[src/rtl/game_pkg.sv]
// Shared types and defaults for the code-breaking game turn controller.
// Contents: FSM state enum, history-return enum, default game sizing constants.
package game_pkg;

  localparam int unsigned MaxTurnsDef  = 8;
  localparam int unsigned NumPegsDef   = 4;
  localparam int unsigned FbTimeoutDef = 16;
  localparam int unsigned TurnWDef     = $clog2(MaxTurnsDef + 1);

  typedef enum logic [2:0] {
    StClear,
    StGuess,
    StWaitFb,
    StHist,
    StWin,
    StLose
  } state_e;

  // Where the history view returns to when it is closed.
  typedef enum logic [1:0] {
    RetGuess,
    RetWin,
    RetLose
  } ret_e;

endpackage

[src/rtl/edge_detect.sv]
// Per-bit rising-edge one-shot for debounced button levels.
// Ports: clk, reset_n (async, active-low), level (button levels), rise (one-cycle edge pulses).
module edge_detect #(
  parameter int unsigned WIDTH = 3
) (
  input  logic             clk,
  input  logic             reset_n,
  input  logic [WIDTH-1:0] level,
  output logic [WIDTH-1:0] rise
);

  logic [WIDTH-1:0] prev_q;

  // Resetting to all-ones makes every button look already pressed, so a button held
  // through reset produces no edge; the first clock after reset loads the real levels.
  always_ff @(posedge clk or negedge reset_n) begin
    if (!reset_n) begin
      prev_q <= '1;
    end else begin
      prev_q <= level;
    end
  end

  assign rise = level & ~prev_q;

endmodule

[src/rtl/game_sequencer.sv]
// Turn controller for the code-breaking game: clears the guess history at game start,
// strobes one history store per committed guess, requests scoring and decides win/lose.
// Ports:
//   clk, reset_n                         clock, async active-low reset
//   btn_select, btn_mode, btn_new_game   debounced button levels (rising edge acts)
//   fb_valid, fb_exact                   feedback result pulse and exact-match count
//   mode, hist_clear, hist_store         history block controls
//   turn, last_turn                      guesses committed, final-guess indicator
//   fb_req                               level, high while awaiting feedback
//   win, lose, fb_error                  sticky status until a new game
module game_sequencer
  import game_pkg::*;
#(
  parameter int unsigned MAX_TURNS  = MaxTurnsDef,
  parameter int unsigned NUM_PEGS   = NumPegsDef,
  parameter int unsigned FB_TIMEOUT = FbTimeoutDef
) (
  input  logic                           clk,
  input  logic                           reset_n,
  input  logic                           btn_select,
  input  logic                           btn_mode,
  input  logic                           btn_new_game,
  input  logic                           fb_valid,
  input  logic [2:0]                     fb_exact,
  output logic                           mode,
  output logic                           hist_clear,
  output logic                           hist_store,
  output logic [$clog2(MAX_TURNS+1)-1:0] turn,
  output logic                           last_turn,
  output logic                           fb_req,
  output logic                           win,
  output logic                           lose,
  output logic                           fb_error
);

  localparam int unsigned TurnW = $clog2(MAX_TURNS + 1);
  localparam int unsigned CntW  = $clog2(FB_TIMEOUT + 1);

  localparam logic [TurnW-1:0] TurnMax  = TurnW'(MAX_TURNS);
  localparam logic [TurnW-1:0] TurnLast = TurnW'(MAX_TURNS - 1);
  localparam logic [CntW-1:0]  CntLast  = CntW'(FB_TIMEOUT - 1);
  localparam logic [2:0]       ExactWin = 3'(NUM_PEGS);

  logic [2:0] btn_level, btn_rise;
  logic       select_rise, mode_rise, new_game_rise;

  assign btn_level = {btn_new_game, btn_mode, btn_select};

  edge_detect #(
    .WIDTH(3)
  ) u_edge_detect (
    .clk    (clk),
    .reset_n(reset_n),
    .level  (btn_level),
    .rise   (btn_rise)
  );

  assign select_rise   = btn_rise[0];
  assign mode_rise     = btn_rise[1];
  assign new_game_rise = btn_rise[2];

  state_e           state_q;
  ret_e             ret_q;
  logic [TurnW-1:0] turn_q;
  logic [CntW-1:0]  cnt_q;
  logic             hist_store_q, win_q, lose_q, fb_error_q;

  always_ff @(posedge clk or negedge reset_n) begin
    if (!reset_n) begin
      state_q      <= StClear;
      ret_q        <= RetGuess;
      turn_q       <= '0;
      cnt_q        <= '0;
      hist_store_q <= 1'b0;
      win_q        <= 1'b0;
      lose_q       <= 1'b0;
      fb_error_q   <= 1'b0;
    end else begin
      hist_store_q <= 1'b0;
      if (new_game_rise) begin
        // Clear status on entry so the CLEAR cycle already shows a fresh game.
        state_q    <= StClear;
        turn_q     <= '0;
        win_q      <= 1'b0;
        lose_q     <= 1'b0;
        fb_error_q <= 1'b0;
      end else begin
        unique case (state_q)
          StClear: begin
            turn_q     <= '0;
            win_q      <= 1'b0;
            lose_q     <= 1'b0;
            fb_error_q <= 1'b0;
            state_q    <= StGuess;
          end
          StGuess: begin
            // Select beats mode; a simultaneous mode edge is dropped.
            if (select_rise && (turn_q < TurnMax)) begin
              hist_store_q <= 1'b1;
              turn_q       <= turn_q + TurnW'(1);
              cnt_q        <= '0;
              state_q      <= StWaitFb;
            end else if (mode_rise && (turn_q != '0)) begin
              ret_q   <= RetGuess;
              state_q <= StHist;
            end
          end
          StWaitFb: begin
            if (fb_valid) begin
              if (fb_exact == ExactWin) begin
                win_q   <= 1'b1;
                state_q <= StWin;
              end else if (turn_q == TurnMax) begin
                lose_q  <= 1'b1;
                state_q <= StLose;
              end else begin
                state_q <= StGuess;
              end
            end else if (cnt_q == CntLast) begin
              fb_error_q <= 1'b1;
              state_q    <= StGuess;
            end else begin
              cnt_q <= cnt_q + CntW'(1);
            end
          end
          StHist: begin
            if (mode_rise) begin
              unique case (ret_q)
                RetWin:  state_q <= StWin;
                RetLose: state_q <= StLose;
                default: state_q <= StGuess;
              endcase
            end
          end
          StWin: begin
            if (mode_rise) begin
              ret_q   <= RetWin;
              state_q <= StHist;
            end
          end
          StLose: begin
            if (mode_rise) begin
              ret_q   <= RetLose;
              state_q <= StHist;
            end
          end
          default: state_q <= StClear;
        endcase
      end
    end
  end

  // Gated by reset_n so the wipe strobe stays low while reset is held.
  assign hist_clear = reset_n && (state_q == StClear);
  assign mode       = (state_q == StHist);
  assign fb_req     = (state_q == StWaitFb);
  assign last_turn  = (state_q == StGuess) && (turn_q == TurnLast);
  assign hist_store = hist_store_q;
  assign turn       = turn_q;
  assign win        = win_q;
  assign lose       = lose_q;
  assign fb_error   = fb_error_q;

endmodule

[config.mk]
export PLATFORM = sky130hd
export DESIGN_NAME = game_sequencer
export DESIGN_NICKNAME = d
export VERILOG_FILES = /design/src/rtl/game_pkg.sv /design/src/rtl/edge_detect.sv /design/src/rtl/game_sequencer.sv
export SDC_FILE = /design/constraint.sdc
export NUM_CORES = 1
export LEC_CHECK = 0
export ABC_AREA = 0
export ABC_CLOCK_PERIOD_IN_PS = 5600
export CAP_MARGIN = 5
export CORE_MARGIN = 5
export CORE_UTILIZATION = 45
export DETAILED_ROUTE_END_ITERATION = 6
export PLACE_DENSITY = 0.66
export SLEW_MARGIN = 5
export SYNTH_ARGS = -nofsm -noshare
export SYNTH_HDL_FRONTEND = slang
export SYNTH_SLANG_ARGS = --single-unit
[constraint.sdc]
create_clock -name clk -period 5.6 [get_ports clk]
set_clock_uncertainty 0.05 [all_clocks]
set_input_delay 1.12 -clock clk [delete_from_list [all_inputs] [get_ports clk]]
set_output_delay 1.12 -clock clk [all_outputs]
set_load 0.02 [all_outputs]
==> metrics <==
status finished, final reports clean; kind of cell adding the most delay to the critical path buffers and inverters; delay contributed by the slowest stage of the critical path between 0.6 and 0.7 ns; number of global-route vias before repair 922; PortBufs 20; Diodes inserted 0; commonest cells after routing, fill and taps aside 20 x sky130_fd_sc_hd__clkdlybuf4s50_1, 18 x sky130_fd_sc_hd__dfrtp_1, 10 x sky130_fd_sc_hd__inv_1, 8 x sky130_fd_sc_hd__nor2_1; CP Launch Type primary input; area occupied by registers 529 um^2; cell taking the most area after synthesis sky130_fd_sc_hd__dfrtp_1; utilization of the core after routing a little under three fifths; latest clock arrival within the worst-skew pair between 0.3 and 0.4 ns; Die Span Y 61.3 um; Num CTS Buffers 3; DRT antenna net count 0; cts-stage hold buffer count 0; Slew HR about half; overall overflow remaining after global route 0; final sum of negative setup slack 0 ns; total length of routed wires 2.49 mm; min Tclk post-route slightly below 4 ns; number of nets in the layout 154; DR vias around 970; mean area per synthesized cell approximately 10 um^2; final number of hold-violating endpoints 0; DRC violation total after the first TritonRoute iteration 40; total power divided by cell area 346 nW/um^2; Peak VDD IR 0.199 mV; Layout Area Growth over Synthesis 21.3%; fill cell count roughly 220; area of the multi-input gates between 500 and 600 um^2; max cap viols 0; Slowest cell on crit path sky130_fd_sc_hd__clkdlybuf4s50_1; hpwl dp 1.84 mm; TritonCTS clock tree yes; Req. time, crit path approximately 4.4 ns; count of final max-slew check failures 0; most common cell after layout, fill and taps aside sky130_fd_sc_hd__clkdlybuf4s50_1; antenna violations before repair 0; cells taking the most area after synthesis sky130_fd_sc_hd__dfrtp_1 38%, sky130_fd_sc_hd__dfstp_2 6.7%, sky130_fd_sc_hd__ha_1 5.3%; EDFF count, synth 0; per-cell via count in the routed design 5.75; core area roughly 2500 um^2; leakage power figure 0.629 nW; weighted congestion reported at the end of routability-driven placement between 0.7 and 0.8; hold path endpoint ret_q[0]$_DFFE_PN0P_; cell breakdown of the critical path clkdlybuf4s50_1 -> buf_4 -> nor4b_1 -> clkdlybuf4s50_1; Resize count post-CTS 0; Post-CTS Setup Repair Bufs 0; setup repair after global routing missed its margin false; Yosys warning count 0; startpoint-to-endpoint class of the critical path in2out; cells after synthesis 118; Most Frequent Cell on Critical Path sky130_fd_sc_hd__clkdlybuf4s50_1; maximum clock rate 0.251 GHz; count of cell types in the netlist 44; fraction of post-synthesis cell area in the top cell type by area 38.1%; standard-cell row count 18; FF+latch count, synth 21; pin count of the biggest net entering global routing 23; source of the worst register-to-register timing path cnt_q[0]$_DFFE_PN0P_; number of detailed-route iterations in the first pass 4; deepest clock path buffer count 2; drc violations 0; share of cells above drive strength 1 ~8.6%; CTS root buffer sky130_fd_sc_hd__clkbuf_4; area of the mapped netlist 1180 um^2; clock transition at the register clock pins on the worst setup and hold paths after CTS 0.11 ns; die extent in x ~60 um; number of setup violations in the final report 0; share of flip-flops with an asynchronous set or reset after synthesis 100%; Critical Path Sink Type primary output; clock sink count 21; count of buffering cells on the critical path with inverters included 3; Hold Crit Start ret_q[0]$_DFFE_PN0P_; Tcrit/Tclk final 71.1%; initial core utilization 47.3%; detailed-route wire length per cell between 10 and 15 um; setup slack of the worst register-to-register path 3.42 ns; cell depth of the worst flop-to-flop path 6; most used flip-flop cell after synthesis sky130_fd_sc_hd__dfrtp_1; All-Layer GR Usage 15.5%; Max Fanout on Critical Path 22; IO Pins 21; Mapped Nets 132; worst path arrival time 2.81 ns; CTS H-Tree Depth 1; Critical R2R Capture cnt_q[3]$_DFFE_PN0P_; Worst Tran Pin Value 0.754 ns; Tightest Hold Check Type reg2reg; share of synthesized area occupied by flip-flops and latches 44.8%; global-route wire length before repair 4.26 mm; instance count along the most critical hold path 1; DIE AREA 3750 um^2
## logic make-up after synthesis
family / count (synthesis) / synth area share (%)
mux: 4 / 3.60
flops: 21 / 44.8
fa+ha+maj: 5 / 5.29
simple gates: 44 / 22.3
buf+inv: 14 / 4.87
compound gates: 30 / 19.2
## registers in the layout, indices dropped and copies added (netlist names)
| signal | flops |
|---|---|
| cnt_q | 5 |
| turn | 4 |
| state_q | 3 |
| u_edge_detect.prev_q | 3 |
| ret_q | 2 |
| fb_error | 1 |
| hist_store | 1 |
| lose | 1 |
| win | 1 |
## stage by stage
step                      std cells  hold WS, ns  power (mW)  worst slack [ns]  area (um^2)
after detailed placement        165        0.422       0.425              1.58         1410
final                           169        0.443       0.496              1.62         1430
after global placement          165        0.422       0.418              1.65         1410
after floorplan                 118        0.406       0.358              2.60         1180
after CTS                       169        0.450       0.501              1.58         1430
after global routing            169        0.477       0.532              1.46         1430
## power breakdown
group,internal [mW],total (mW),leakage (nW),switching (mW)
registers,0.177,0.218,0.277,0.0405
logic,0.0968,0.205,0.337,0.108
clock network,0.0278,0.0733,0.0150,0.0455
## layout make-up
type,instances,area share [%]
Multi-Input combinational cell,83,41.5
Sequential cell,21,36.9
Timing Repair Buffer,21,14.5
Inverter,10,2.62
Tap cell,30,2.62
Clock buffer,4,1.83
## per-layer routing
| metal | GRT usage, % | routed length, um | up-vias |
|---|---|---|---|
| li1 | - | - | 479 |
| met1 | 21.2 | 1190 | 459 |
| met2 | 23.1 | 1090 | 30 |
| met3 | 5.24 | 176 | 4 |
| met4 | 4.64 | 28 | 0 |
| met5 | 0 | 0 | - |
## worst max-delay path by stage
stage / start / endpoint / slack, ns / depth (start not counted)
global route: reset_n / hist_clear / 1.46 / 4
detailed placement: reset_n / hist_clear / 1.58 / 4
CTS: reset_n / hist_clear / 1.58 / 4
global placement: reset_n / hist_clear / 1.65 / 4
floorplan: reset_n / hist_clear / 2.60 / 1
finish: reset_n / hist_clear / 1.62 / 4
## cells in the mapped netlist, types with 2 or more instances
| library cell | n |
|---|---|
| sky130_fd_sc_hd__mux2_2 | 2 |
| sky130_fd_sc_hd__nand3_1 | 4 |
| sky130_fd_sc_hd__a31oi_1 | 2 |
| sky130_fd_sc_hd__nand2b_1 | 2 |
| sky130_fd_sc_hd__dfrtp_1 | 18 |
| sky130_fd_sc_hd__and3_1 | 2 |
| sky130_fd_sc_hd__o31ai_1 | 4 |
| sky130_fd_sc_hd__ha_1 | 5 |
| sky130_fd_sc_hd__o2bb2ai_1 | 2 |
| sky130_fd_sc_hd__nor2_1 | 8 |
| sky130_fd_sc_hd__clkbuf_1 | 2 |
| sky130_fd_sc_hd__dfstp_2 | 3 |
| sky130_fd_sc_hd__nor3_1 | 2 |
| sky130_fd_sc_hd__nor3b_1 | 5 |
| sky130_fd_sc_hd__nor2b_1 | 3 |
| sky130_fd_sc_hd__a21oi_1 | 3 |
| sky130_fd_sc_hd__nand2_1 | 6 |
| sky130_fd_sc_hd__or4_1 | 3 |
| sky130_fd_sc_hd__mux2i_1 | 2 |
| sky130_fd_sc_hd__and3b_1 | 2 |
| sky130_fd_sc_hd__o21ai_0 | 6 |
| sky130_fd_sc_hd__inv_1 | 10 |
Note: power is estimated with default switching activity, not from simulation.
